`src/rtl/dispatch_issue_sched_if.sv`:
```
// Dispatch bus between decode/rename and the issue scheduler.
// Outputs suffixed _c are combinational and are captured downstream on the same edge.
interface dispatch_issue_sched_if #(
  parameter int unsigned WAYS   = 4,
  parameter int unsigned CNT_W  = 7,
  parameter int unsigned NUM_RS = 7
);
  // decode / rename side
  logic                  dispatch_flash;
  logic                  group_valid;
  logic [WAYS-1:0]       way_valid;
  logic [3*WAYS-1:0]     way_class;
  logic [WAYS-1:0]       way_write;
  // reservation station / capacity status
  logic [NUM_RS-1:0]     rs_full;
  logic [CNT_W-1:0]      rob_free_numb;
  logic [CNT_W-1:0]      free_reg_numb;
  // scheduler results
  logic [WAYS-1:0]       way_fire_c;
  logic [NUM_RS-1:0]     rs_push_c;
  logic [2*NUM_RS-1:0]   rs_way_sel_c;
  logic                  dispatch_stop_c;
  logic [7:0]            stall_cycles;

  // Scheduler view
  modport slave (
    input  dispatch_flash, group_valid, way_valid, way_class, way_write,
    input  rs_full, rob_free_numb, free_reg_numb,
    output way_fire_c, rs_push_c, rs_way_sel_c, dispatch_stop_c, stall_cycles
  );

  // Decode / environment view
  modport master (
    output dispatch_flash, group_valid, way_valid, way_class, way_write,
    output rs_full, rob_free_numb, free_reg_numb,
    input  way_fire_c, rs_push_c, rs_way_sel_c, dispatch_stop_c, stall_cycles
  );
endinterface

```
`src/rtl/dispatch_issue_sched.sv`:
```
// In-order issue scheduler: picks the dispatching prefix of a 4-wide decode
// group, binds each way to a reservation-station write port, checks ROB and
// free-list capacity, and holds decode until the whole group has left.
module dispatch_issue_sched (
  input  logic                   i_clk,
  input  logic                   i_rst_n,
  dispatch_issue_sched_if.slave  i_disp
);

  localparam int unsigned WAYS    = 4;
  localparam int unsigned CNT_W   = 7;
  localparam int unsigned NUM_RS  = 7;
  localparam int unsigned CLS_W   = 3;
  localparam int unsigned RS_W    = 3;
  localparam int unsigned SEL_W   = 2;
  localparam int unsigned ALU_W   = 3;
  localparam int unsigned STALL_W = 8;

  localparam logic [RS_W-1:0]    RS_ALU1   = RS_W'(0);
  localparam logic [RS_W-1:0]    RS_ALU2   = RS_W'(1);
  localparam logic [CLS_W-1:0]   CLS_ALU   = CLS_W'(0);
  localparam logic [STALL_W-1:0] STALL_MAX = '1;

  // registered state
  logic [WAYS-1:0]    r_done_mask;
  logic               r_alu_rr;
  logic [STALL_W-1:0] r_stall_cycles;

  // combinational scheduling results
  logic [WAYS-1:0]    w_pending;
  logic [WAYS-1:0]    w_fire;
  logic [NUM_RS-1:0]  w_claim;
  logic [SEL_W-1:0]   w_sel_arr [NUM_RS];
  logic [ALU_W-1:0]   w_alu_fires;
  logic [WAYS-1:0]    w_left;
  logic               w_live;

  // per-way scratch for the in-order walk
  logic               w_blocked;
  logic [CNT_W-1:0]   w_rob_cnt;
  logic [CNT_W-1:0]   w_reg_cnt;
  logic [CLS_W-1:0]   w_cls;
  logic [RS_W-1:0]    w_rs_idx;
  logic [RS_W-1:0]    w_alu_pref;
  logic [RS_W-1:0]    w_alu_alt;
  logic               w_rs_ok;
  logic               w_need_rs;
  logic               w_rob_ok;
  logic               w_reg_ok;

  // Outputs are live only out of reset and when no flush is in progress.
  assign w_live = i_rst_n & ~i_disp.dispatch_flash;

  assign w_pending = i_disp.group_valid ? (i_disp.way_valid & ~r_done_mask) : '0;

  // ALU preference order follows the round-robin bit.
  assign w_alu_pref = r_alu_rr ? RS_ALU2 : RS_ALU1;
  assign w_alu_alt  = r_alu_rr ? RS_ALU1 : RS_ALU2;

  // Walk ways 0..3; the first pending way that cannot go blocks all later ones.
  always_comb begin
    w_fire      = '0;
    w_claim     = '0;
    w_alu_fires = '0;
    w_blocked   = 1'b0;
    w_rob_cnt   = '0;
    w_reg_cnt   = '0;
    w_cls       = '0;
    w_rs_idx    = '0;
    w_rs_ok     = 1'b0;
    w_need_rs   = 1'b0;
    w_rob_ok    = 1'b0;
    w_reg_ok    = 1'b0;
    for (int k = 0; k < int'(NUM_RS); k++) begin
      w_sel_arr[k] = '0;
    end

    if (w_live) begin
      for (int i = 0; i < int'(WAYS); i++) begin
        w_cls     = i_disp.way_class[i*CLS_W +: CLS_W];
        w_rs_idx  = '0;
        w_rs_ok   = 1'b0;
        w_need_rs = 1'b1;

        // RS binding by class
        if (w_cls == CLS_ALU) begin
          if (!i_disp.rs_full[w_alu_pref] && !w_claim[w_alu_pref]) begin
            w_rs_idx = w_alu_pref;
            w_rs_ok  = 1'b1;
          end else if (!i_disp.rs_full[w_alu_alt] && !w_claim[w_alu_alt]) begin
            w_rs_idx = w_alu_alt;
            w_rs_ok  = 1'b1;
          end
        end else if (w_cls <= CLS_W'(5)) begin
          // BRU..LSU map onto RS index class+1
          w_rs_idx = RS_W'(w_cls + CLS_W'(1));
          w_rs_ok  = !i_disp.rs_full[w_rs_idx] && !w_claim[w_rs_idx];
        end else begin
          w_need_rs = 1'b0;
          w_rs_ok   = 1'b1;
        end

        // capacity for this way on top of the lower firing ways
        w_rob_ok = (w_rob_cnt + CNT_W'(1)) <= i_disp.rob_free_numb;
        w_reg_ok = !i_disp.way_write[i] ||
                   ((w_reg_cnt + CNT_W'(1)) <= i_disp.free_reg_numb);

        if (w_pending[i] && !w_blocked) begin
          if (w_rs_ok && w_rob_ok && w_reg_ok) begin
            w_fire[i] = 1'b1;
            w_rob_cnt = w_rob_cnt + CNT_W'(1);
            if (i_disp.way_write[i]) begin
              w_reg_cnt = w_reg_cnt + CNT_W'(1);
            end
            if (w_need_rs) begin
              w_claim[w_rs_idx]   = 1'b1;
              w_sel_arr[w_rs_idx] = SEL_W'(i);
            end
            if (w_cls == CLS_ALU) begin
              w_alu_fires = w_alu_fires + ALU_W'(1);
            end
          end else begin
            w_blocked = 1'b1;
          end
        end
      end
    end
  end

  assign w_left = w_pending & ~w_fire;

  // Drive the combinational strobes onto the bus.
  always_comb begin
    i_disp.way_fire_c      = w_fire;
    i_disp.rs_push_c       = w_claim;
    i_disp.dispatch_stop_c = w_live & i_disp.group_valid & (|w_left);
    i_disp.rs_way_sel_c    = '0;
    for (int k = 0; k < int'(NUM_RS); k++) begin
      i_disp.rs_way_sel_c[k*SEL_W +: SEL_W] = w_sel_arr[k];
    end
  end

  assign i_disp.stall_cycles = r_stall_cycles;

  // Group progress, ALU round-robin and zero-progress perf counter.
  always_ff @(posedge i_clk or negedge i_rst_n) begin
    if (!i_rst_n) begin
      r_done_mask    <= '0;
      r_alu_rr       <= 1'b0;
      r_stall_cycles <= '0;
    end else begin
      if (i_disp.dispatch_flash) begin
        r_done_mask <= '0;
      end else if (i_disp.group_valid) begin
        r_done_mask <= (w_left == '0) ? '0 : (r_done_mask | w_fire);
      end

      if (!i_disp.dispatch_flash && (w_alu_fires == ALU_W'(1))) begin
        r_alu_rr <= ~r_alu_rr;
      end

      if (!i_disp.dispatch_flash && i_disp.group_valid && (|w_pending) &&
          (w_fire == '0) && (r_stall_cycles != STALL_MAX)) begin
        r_stall_cycles <= r_stall_cycles + STALL_W'(1);
      end
    end
  end

endmodule

```
`src/flat_wrapper.sv`:
```
// flat-port wrapper written by rule: the top's interface ports become plain ports
module dispatch_issue_sched_flat 
  (i_clk, i_rst_n, i_disp_dispatch_flash, i_disp_group_valid, i_disp_way_valid, i_disp_way_class, i_disp_way_write, i_disp_rs_full, i_disp_rob_free_numb, i_disp_free_reg_numb, i_disp_way_fire_c, i_disp_rs_push_c, i_disp_rs_way_sel_c, i_disp_dispatch_stop_c, i_disp_stall_cycles);
  dispatch_issue_sched_if i_disp_i ();
  input  logic i_clk;
  input  logic i_rst_n;
  input wire logic [$bits(i_disp_i.dispatch_flash)-1:0] i_disp_dispatch_flash;
  input wire logic [$bits(i_disp_i.group_valid)-1:0] i_disp_group_valid;
  input wire logic [$bits(i_disp_i.way_valid)-1:0] i_disp_way_valid;
  input wire logic [$bits(i_disp_i.way_class)-1:0] i_disp_way_class;
  input wire logic [$bits(i_disp_i.way_write)-1:0] i_disp_way_write;
  input wire logic [$bits(i_disp_i.rs_full)-1:0] i_disp_rs_full;
  input wire logic [$bits(i_disp_i.rob_free_numb)-1:0] i_disp_rob_free_numb;
  input wire logic [$bits(i_disp_i.free_reg_numb)-1:0] i_disp_free_reg_numb;
  output wire logic [$bits(i_disp_i.way_fire_c)-1:0] i_disp_way_fire_c;
  output wire logic [$bits(i_disp_i.rs_push_c)-1:0] i_disp_rs_push_c;
  output wire logic [$bits(i_disp_i.rs_way_sel_c)-1:0] i_disp_rs_way_sel_c;
  output wire logic [$bits(i_disp_i.dispatch_stop_c)-1:0] i_disp_dispatch_stop_c;
  output wire logic [$bits(i_disp_i.stall_cycles)-1:0] i_disp_stall_cycles;
  assign i_disp_i.dispatch_flash = i_disp_dispatch_flash;
  assign i_disp_i.group_valid = i_disp_group_valid;
  assign i_disp_i.way_valid = i_disp_way_valid;
  assign i_disp_i.way_class = i_disp_way_class;
  assign i_disp_i.way_write = i_disp_way_write;
  assign i_disp_i.rs_full = i_disp_rs_full;
  assign i_disp_i.rob_free_numb = i_disp_rob_free_numb;
  assign i_disp_i.free_reg_numb = i_disp_free_reg_numb;
  assign i_disp_way_fire_c = i_disp_i.way_fire_c;
  assign i_disp_rs_push_c = i_disp_i.rs_push_c;
  assign i_disp_rs_way_sel_c = i_disp_i.rs_way_sel_c;
  assign i_disp_dispatch_stop_c = i_disp_i.dispatch_stop_c;
  assign i_disp_stall_cycles = i_disp_i.stall_cycles;
  dispatch_issue_sched u_core (.i_clk(i_clk), .i_rst_n(i_rst_n), .i_disp(i_disp_i));
endmodule
```
`config.mk`:
```
export PLATFORM = sky130hd
export DESIGN_NAME = dispatch_issue_sched_flat
export DESIGN_NICKNAME = d
export VERILOG_FILES = /design/src/rtl/dispatch_issue_sched_if.sv /design/src/rtl/dispatch_issue_sched.sv /design/src/flat_wrapper.sv
export SDC_FILE = /design/constraint.sdc
export NUM_CORES = 1
export LEC_CHECK = 0
export ABC_AREA = 1
export BUFFER_PORTS_ARGS = -buffer_cell sky130_fd_sc_hd__buf_4
export CAP_MARGIN = 20
export CELL_PAD_IN_SITES_DETAIL_PLACEMENT = 1
export CELL_PAD_IN_SITES_GLOBAL_PLACEMENT = 2
export CORE_MARGIN = 1.5
export CORE_UTILIZATION = 30
export CTS_CLUSTER_SIZE = 14
export DETAILED_ROUTE_END_ITERATION = 10
export GPL_TIMING_DRIVEN = 0
export MAX_ROUTING_LAYER = met4
export PLACE_DENSITY = 0.88
export SYNTH_ARGS = -nofsm -noshare
export SYNTH_HDL_FRONTEND = slang
export SYNTH_SLANG_ARGS = --single-unit
```
`constraint.sdc`:
```
create_clock -name i_clk -period 15.15 [get_ports i_clk]
set_input_delay 0.7575 -clock i_clk [delete_from_list [all_inputs] [get_ports i_clk]]
set_output_delay 0.7575 -clock i_clk [all_outputs]
set_load 0.005 [all_outputs]
```
* Yosys cells after proc, flatten, opt, wreduce, memory -nomap -nowiden
Memories as Yosys holds them, arrays and structs flattened. Index checks and enable logic that the tools add are counted.
Storage, ports and cells: memories 3, bits in latches 0, register bits 13, word-level logic and storage cells 340, RAM bits 0, ROM bits 24, input port bits 45, output and inout bits 34
Cells by class: equal/unequal tests 2, bitwise operators 23, add/sub/neg operators 14, reduce and logical (&&, ||, !) cells 74, div/mod/pow operators 0, muxes and demuxes 189, magnitude comparators 32, shifts and indexed selects 0, multiply operators 0
Memory list:
- (no name shown) | words 8, bits a word 1, rd ports 1, clocked after Yosys merged registers in 0, wr ports 0, RTL line dispatch_issue_sched.sv:87 | if (!i_disp.rs_full[w_alu_pref] && !w_claim[w_alu_pref]) begin
- (no name shown) | words 8, bits a word 1, rd ports 1, clocked after Yosys merged registers in 0, wr ports 0, RTL line dispatch_issue_sched.sv:90 | end else if (!i_disp.rs_full[w_alu_alt] && !w_claim[w_alu_alt]) begin
- (no name shown) | words 8, bits a word 1, rd ports 1, clocked after Yosys merged registers in 0, wr ports 0, RTL line dispatch_issue_sched.sv:97 | w_rs_ok = !i_disp.rs_full[w_rs_idx] && !w_claim[w_rs_idx];
Operators by type and width (number):
- 7-bit 2-to-1 mux | 35
- 14-bit 2-to-1 mux | 13
- 3-bit 2-to-1 mux | 35
- 1-bit 2-to-1 mux | 76
- 1-bit binary-select mux with 3-bit select | 15
- 7-bit by 1-bit adder with 7-bit output, second input constant | 6
- 7-bit <= comparator | 6
- 3-bit by 4-bit < comparator with 1-bit output, second input constant | 10
- 1-bit logical AND | 35
- 7-bit bitwise OR | 5
- 1-bit logical NOT | 26
- 3-bit by 1-bit adder with 3-bit output, second input constant | 7
- 4-bit 2-to-1 mux | 5
- 2-bit demux with 3-bit select | 3
- 7-bit bitwise AND | 2
- 1-bit by 7-bit <= comparator with 1-bit output, first input constant | 2
- 7-bit inverter | 2
- 14-bit bitwise OR | 1
- 1-bit demux with 3-bit select | 4
- 3-bit by 1-bit greater-or-equal comparator with 1-bit output, second input constant | 4
- 4-bit greater-or-equal comparator, second input constant | 3
- 3-bit <= comparator, second input constant | 4
- 3-bit logical NOT | 4
- 4-bit by 1-bit < comparator with 1-bit output, second input constant | 3
- 14 further kinds | 28

* Logic depth before layout (Yosys ltp)
Gate-level depths: netlist (run 1).
depth in word-level cells 70, mapped depth 56, mapped depth without buffers 56

* Worst setup path after synthesis (run 1)
No wires, ideal clock.
path type input to output, from input port i_disp_way_class[1], to output port i_disp_rs_push_c[4], required time 14.393 ns, stages on the path 52, arrival time 7.109 ns, setup slack 7.283 ns, buffers on the path 0, cells stage by stage inv_1 -> ha_1 -> inv_1 -> nor2_1 -> nor2_1 -> nand2_1 -> nand3_2 -> nand2_4 -> inv_2 -> nand2_1 -> nor2_1 -> ha_1 -> inv_1 -> nor2_1 -> o211ai_1 -> o21ai_0 -> inv_1 -> nand2_1 -> [... 16 more ...] -> nand2_2 -> nor2_4 -> inv_1 -> nand2_1 -> nand2_1 -> ha_1 -> ha_1 -> inv_1 -> nor2_1 -> o21a_1 -> o21a_1 -> o21ai_0 -> a41oi_1 -> nor4_1 -> nand2_1 -> a21oi_4 -> nand4_1 -> a21oi_1
On the way: word-level cells in the longest chain between the ends 64, elaborated cells between the ends (all ways) 179, those cells by class 7 x add/sub; 15 x order compare; 110 x mux; 3 x bitwise; 43 x reduce/logical; 1 x memory
RTL lines:
- start: declaration | RTL line flat_wrapper.sv:10 | input wire logic [$bits(i_disp_i.way_class)-1:0] i_disp_way_class;
- parallel branches: the longest is 62 deep, another holds 3-bit by 4-bit < comparator with 1-bit output
- 7-bit 2-to-1 mux (*) | RTL line dispatch_issue_sched.sv:108 | if (w_pending[i] && !w_blocked) begin
- 7-bit 2-to-1 mux (*) | RTL line dispatch_issue_sched.sv:78 | if (w_live) begin
- end: declaration | RTL line flat_wrapper.sv:16 | output wire logic [$bits(i_disp_i.rs_push_c)-1:0] i_disp_rs_push_c;
Mark *: on every way between the ends. The select of a mux whose other input is x is not followed.

* Worst setup path after layout (run 1)
from input port i_disp_way_class[0], to output port i_disp_rs_way_sel_c[8]
On the way: word-level cells in the longest chain between the ends 65, elaborated cells between the ends (all ways) 203, those cells by class 7 x add/sub; 19 x order compare; 122 x mux; 9 x bitwise; 45 x reduce/logical; 1 x memory
RTL lines:
- parallel branches: the longest is 63 deep, another holds 3-bit by 4-bit < comparator with 1-bit output
- 14-bit 2-to-1 mux (*) | RTL line dispatch_issue_sched.sv:108
- 14-bit 2-to-1 mux (*) | RTL line dispatch_issue_sched.sv:78
- end: declaration | RTL line flat_wrapper.sv:17 | output wire logic [$bits(i_disp_i.rs_way_sel_c)-1:0] i_disp_rs_way_sel_c;
Marked as above.

==> results.json, run 1 <==
{
  "power_leakage_nw": 2.44,
  "clk_path_buf_depth": 2,
  "tightest_slew_ps": 578,
  "required_ps": 14390,
  "hold_viol": 0,
  "synth-seq-cells": 13,
  "firstDrtPassIters": 7,
  "finalSetupTns_ps": 0,
  "worstPathArrival_ps": 9000,
  "critPathTopFamily": "simple AND/OR/NAND/NOR gates",
  "fmax_ghz": 0.103,
  "initial_core_util_pct": 31.1,
  "vias_per_cell": 5.09,
  "synth_top_area_cell": "nand2_1",
  "io_buffers": 77,
  "finalCriticalPeriod_ps": 9760,
  "antenna_cells": 0,
  "synthTopCellsByArea": "nand2_1, ha_1, inv_1",
  "cp-end-kind": "output port",
  "multi_input_area_um2": 2780,
  "wl_per_cell_um": 14.7,
  "post_cts_resize_count": 0,
  "setup_viol": 0,
  "gr-usage-met2_pct": 38.6,
  "violations": "DRC",
  "antenna_found_initial": 0,
  "status": "finished, violations left",
  "slowest_delay_ps": 420,
  "seqCellArea_um2": 325,
  "root_buffer": "clkbuf_16",
  "track_usage_pct": 20.8,
  "cts_setup_buffers": 0,
  "postCtsHoldBufs": 0,
  "setup.worst_path.class": "primary input to output port",
  "io_pins": 79,
  "postRouteAntennaNets": 0,
  "synth.avg_cell_area_um2": 5.64,
  "core_area_um2": 11600,
  "grt_max_degree": 15,
  "hpwl_um": 10900,
  "syn_to_final_growth_pct": 23.3,
  "yosys.area.top_type_share_pct": 18.1,
  "cts_buffers": 3,
  "drc_errors": 4,
  "cp_max_fo": 9,
  "dpl_cell_area_um2": 4350,
  "ir_drop_uv": 80.6,
  "critPathBufInv": 14,
  "drt-total-wl_um": 12700,
  "cap_violations": 0,
  "first_iter_violations": 107,
  "hp-class": "primary input to asynchronous set/reset pin",
  "cts_tree": "done",
  "num-fill-cells": 1616,
  "syn_inst": 637,
  "grt_pass1_vias": 4491,
  "grt.overflow.total": 0,
  "drive_above_1_share_pct": 18.9,
  "cts.clk_slew.worst_paths_ps": 40,
  "use_met3_pct": 0.810,
  "power.total_w": 0.000248,
  "die_w_um": 112,
  "relSlewSlack_pct": 61.5,
  "finalInstanceArea_um2": 4430,
  "vias": 4379,
  "cts_max_level": 1,
  "fp.dieH_um": 112,
  "slowest_stage": "nor4_1",
  "nets": 802,
  "cpMostUsedCell": "nand2_1",
  "use_met1_pct": 25.7,
  "power.density_nw_per_um2": 56.1,
  "rsz0062_at_grt": "false",
  "cts.sinks": 13,
  "busiest_layer": "met2",
  "synth.distinct_cells": 44,
  "skew_ps": 1.68,
  "ys.warnings.count": 0,
  "insertion_delay_ps": 240,
  "fin_crit_sh_pct": 64.4,
  "die_area_um2": 12600,
  "netlist_area_um2": 3590,
  "ys_seq_area_share_pct": 9.06,
  "grt_pass1_wl_um": 21200,
  "async_reset_ff_share_pct": 100,
  "synth_ff_type": "dfrtp_1",
  "gp_congestion": 0.868,
  "synth_edf_count": 0,
  "syn_nets": 720,
  "start_kind": "primary input",
  "fp-row-count": 39,
  "drv_slew": 0
}
-- registers in the layout, indices dropped and copies added (netlist names) --
signal                      count
u_core.r_done_mask              4
u_core.r_alu_rr                 1
u_core.i_disp.stall_cycles      8
-- per-layer routing --
layer  part of all wire, %  up-vias  wire length (µm)
met3                   2.6        7               331
li1                      -     2242                 -
met5                     0        -                 0
met1                    46     2065              5880
met4                  0.64        0                81
met2                    50       65              6400
-- placed cells by master (no fill, tap or decap), types with 5 or more instances in the layout --
cell and count:
nand2_2 12, nand2_1 173, o221ai_1 5, o21ai_0 19, nor3_1 9, nor2_2 6, inv_1 104, nor2_1 63
inv_2 12, xnor2_1 7, clkbuf_1 7, nand4_1 23, dfrtp_1 13, nand3_1 53, nand3_2 5, nand2_4 5
a21oi_1 41, buf_4 77, ha_1 38
-- power by group --
group	switching [W]	internal [W]	leakage, nW
Combinational	0.0000935	0.0000548	2.23
Sequential	0.00000814	0.0000414	0.174
Clock	0.0000148	0.0000355	0.0382
Total	0.000116	0.000132	2.44
-- kinds of logic after synthesis --
kind of cell | share of synthesized area, %
AOI/OAI and AO/OA | 14.1
xor gates and xnor gates | 2.65
adders and majority gates | 13.2
buffers and inverters | 13.4
DFF | 9.06
and+or+nand+nor | 47.5
-- worst register-to-register path: cells and delay by family, from the launching register on --
family	cells	cell delay, ps
simple gates	21	2790
fa+ha+maj	6	1810
compound gates	9	1390
buf+inv	11	1060
flops	1	370
-- synth_stat cells, drive strengths merged (2+ instances only) --
master	n
dfrtp	13
o21ai	24
xnor2	8
xor2	2
a31oi	2
nand3	59
a21oi	42
clkinv	2
inv	117
nand2	190
o21bai	3
o221ai	5
nor3	10
nand4	27
a211oi	2
clkbuf	6
ha	38
buf	2
nor2	71
o21a	3
nor4	3
-- worst paths after layout --
| check | from | to | slack (ps) | cells after the start |
|---|---|---|---|---|
| min reg2reg | u_core.r_done_mask[3] | u_core.r_done_mask[3] | 490 | 2 |
| max in group asynchronous | i_rst_n | u_core.i_disp.stall_cycles[4] | 14620 | 1 |
| min in group i_clk | u_core.r_done_mask[3] | u_core.r_done_mask[3] | 490 | 2 |
| max reg2reg | u_core.r_done_mask[0] | u_core.r_done_mask[1] | 7580 | 47 |
| max | i_disp_way_class[0] | i_disp_rs_way_sel_c[8] | 5390 | 54 |
| min | i_rst_n | u_core.i_disp.stall_cycles[1] | 360 | 1 |
-- area by class of cell --
class                           instances  area share [%]
Buffer                                  8           0.735
Tap cell                              143            4.04
Clock buffer                            4            1.78
Timing Repair Buffer                   77            13.1
Sequential cell                        13            7.35
Multi-Input combinational cell        497            62.9
Inverter                              119            10.1
-- metrics by stage --
stage	hold WS, ps	util (%)	worst slack [ps]	cells
2_1_floorplan	449	-	7280	637
3_3_place_gp	466	37.6	5540	857
3_5_place_dp	475	37.6	5350	857
4_1_cts	364	38.3	5310	861
5_1_grt	368	38.3	4550	861
6_report	358	38.3	5390	861
(Power assumes the default switching activity.)
==> inputs of run 2 (changes only) <==
ABC_AREA = 0   (was 1)
CORE_UTILIZATION = 29   (was 30)
PLACE_DENSITY = 0.81   (was 0.88)
clock period = 8.15 ns   (was 15.15 ns; I/O delays follow)
==> run 2 against run 1 <==
Net effect: worst hold slack got worse by 340 ps; clock power increased by 82%; largest power group unchanged; critical endpoint is now i_disp_rs_push_c[4]; sequential share of layout area decreased by 1.4 points; via count increased by 4.2%; highest routed layer unchanged; largest cell class unchanged; clock skew decreased by 0.60 ps; power increased by 130%; global-route usage increased by 3.9 points; register-to-register slack got worse by 7800 ps; the run ends with setup timing left; core utilization increased by 6.8 points; worst setup slack got worse by 6300 ps.
==> results.json, run 2 <==
{
  "fmax_ghz": 0.110,
  "io_buffers": 75,
  "yosys.area.top_type_share_pct": 12.9,
  "p_switching_w": 0.000247,
  "syn_inst": 500,
  "die_w_um": 116,
  "slowest_delay_ps": 550,
  "fp.dieH_um": 116,
  "first_iter_violations": 231,
  "num-fill-cells": 1510,
  "syn_nets": 583,
  "async_reset_ff_share_pct": 100,
  "p_seq_share_pct": 17.4,
  "die_area_um2": 13400,
  "reg2reg_to": "u_core.i_disp.stall_cycles[1]",
  "wl_per_cell_um": 20.6,
  "drc_errors": 0,
  "finalInstanceArea_um2": 5480,
  "drv_slew": 0,
  "antenna_cells": 0,
  "synth-seq-cells": 13,
  "vias": 4564,
  "io_pins": 79,
  "violations": "setup timing",
  "cap_violations": 0,
  "fin_crit_sh_pct": 112,
  "clockPowerShare_pct": 16.3,
  "timing.final.ws_setup_ps": -946,
  "finalCriticalPeriod_ps": 9100,
  "vias_per_cell": 5.88,
  "firstDrtPassIters": 4,
  "track_usage_pct": 24.7,
  "grt_pass1_wl_um": 25200,
  "crit_start": "i_disp_way_class[0]",
  "switching_share_pct": 44.2,
  "grt_max_degree": 17,
  "synth.distinct_cells": 81,
  "ys_seq_area_share_pct": 8.86,
  "required_ps": 7740,
  "dpl_cell_area_um2": 4680,
  "synth_most_common_cell": "nor2_1",
  "ff2ff_path_depth": 40,
  "utilization_pct": 45.1,
  "power.density_nw_per_um2": 102,
  "clk_path_buf_depth": 2,
  "reg2reg_from": "u_core.r_done_mask[0]",
  "setup_viol": 35,
  "slowest_stage": "or4_4",
  "cts.clk_slew.worst_paths_ps": 40,
  "fp-row-count": 40,
  "cts.sinks": 13,
  "netlist_area_um2": 3670,
  "drive_above_1_share_pct": 35.9,
  "start_kind": "primary input",
  "synth_top_area_cell": "ha_1",
  "initial_core_util_pct": 30.2,
  "insertion_delay_ps": 240,
  "cts_tree": "done",
  "rsz0062_at_grt": "true",
  "antenna_found_initial": 0,
  "cp_max_fo": 6,
  "tightest_slew_ps": 1090,
  "gp_congestion": 0.948,
  "grt.overflow.total": 0,
  "drt-total-wl_um": 16000,
  "synth.avg_cell_area_um2": 7.35,
  "root_buffer": "clkbuf_16",
  "postRouteAntennaNets": 0,
  "power_leakage_nw": 2.22,
  "hpwl_um": 12500,
  "grt_pass1_vias": 4699,
  "status": "finished, violations left",
  "largest_register_ff_count": 8,
  "skew_ps": 1.08,
  "ys.warnings.count": 0,
  "hp-class": "primary input to asynchronous set/reset pin",
  "synth_edf_count": 0,
  "crit_end": "i_disp_rs_push_c[4]",
  "syn_to_final_growth_pct": 49.3,
  "nets": 692,
  "final_cell_mix": "buf_4, nor2_1, nand2_1",
  "p_comb_share_pct": 66.3,
  "synth_commonest_cells": "nor2_1, nand2_1, ha_1, nand3_1, a21oi_1",
  "layout_commonest_cell": "buf_4",
  "cp-end-kind": "output port",
  "ff2ff_setup_slack_ps": -260,
  "cts_buffers": 3,
  "synth_ff_type": "dfrtp_1",
  "synthTopCellsByArea": "ha_1, dfrtp_1, nand3_1",
  "power.total_w": 0.000560,
  "setup.worst_path.class": "primary input to output port",
  "ir_drop_uv": 114,
  "finalSetupTns_ps": -22730,
  "hold_viol": 0,
  "core_area_um2": 12200,
  "p_int_w": 0.000312,
  "cpMostUsedCell": "ha_4",
  "worstPathArrival_ps": 8690,
  "relSlewSlack_pct": 26.5,
  "cts_max_level": 1
}
## run 2: changes by cell type in the layout (fill, tap and decap cells not counted), moves of 19 or more
cell and delta:
a21oi_1 -19, nand2_1 -134, nor2_1 -22, nand3_1 -21, inv_1 -80, buf_4 +21
## run 2: what timing repair did
item,in CTS,in global routing
buffers inserted,22,8
hold buffers,0,0
pin swaps,43,17
gates resized for setup,69,17
cloned,1,0
setup endpoints to repair,35,35
## run 2: layout make-up
cell class	count	area [µm²]	area share [%]
multi-input combinational	442	3810	69.5
timing repair buffer	105	847	15.4
sequential	13	325	5.93
tap	168	210	3.83
inverter	28	108	1.96
buffer	16	106	1.94
clock buffer	4	78.8	1.44
## run 2: stage by stage
step | hold slack [ps] | setup WS, ps | std cells
after global placement | 271 | -2280 | 743
final | 22.0 | -946 | 776
after floorplan | 112 | -519 | 500
after CTS | 22.5 | -856 | 768
after detailed placement | 279 | -2420 | 743
after global routing | 34.8 | -1220 | 776
## run 2: routing by layer
layer	vias to the layer above	wire length, µm	share of wire [%]	GRT usage (%)
li1	2154	-	-	-
met1	2260	7150	45	31.7
met2	124	7780	49	41.8
met3	26	650	4.1	2.14
met4	0	380	2.4	6.01
met5	-	0	0	-
## run 2: how the worst min path moves through the flow
stage	start	slack, ps	cells after the start	to
after floorplan	i_rst_n	110	0	u_core.i_disp.stall_cycles[0]
after global placement	i_rst_n	270	1	u_core.r_done_mask[3]
after detailed placement	i_rst_n	280	1	u_core.r_done_mask[3]
after CTS	i_rst_n	20	1	u_core.r_done_mask[3]
after global routing	i_rst_n	30	1	u_core.r_done_mask[3]
final	i_rst_n	20	1	u_core.r_done_mask[3]
## run 2: power groups by stage
stage | Sequential [W] | Clock, W | Combinational [W]
6_report | 0.0000972 | 0.0000913 | 0.000371
2_1_floorplan | 0.0000950 | 0 | 0.000198
4_1_cts | 0.0000969 | 0.0000940 | 0.000356
5_1_grt | 0.0000998 | 0.0000962 | 0.000404
3_3_place_gp | 0.0000969 | 0 | 0.000295
3_5_place_dp | 0.0000972 | 0 | 0.000306
## run 2: cell families (layout without fill, tap and decap cells)
family                     count (synthesis)  after routing  share of synthesized area [%]
and+or+nand+nor                          230            230                           33.8
AOI/OAI and AO/OA                        140            140                           29.0
buffers and inverters                     45            153                           5.45
adders and majority gates                 38             38                           12.9
xor gates and xnor gates                  20             20                           4.97
muxes                                     14             14                           5.01
DFF                                       13             13                           8.86
## run 2: worst max-delay path, delay by kind of cell
family / cells / cell delay, ps
simple gates: 18 / 3460
compound gates: 13 / 2280
fa+ha+maj: 7 / 1630
buf+inv: 3 / 390
mux: 1 / 330
xor+xnor: 1 / 190
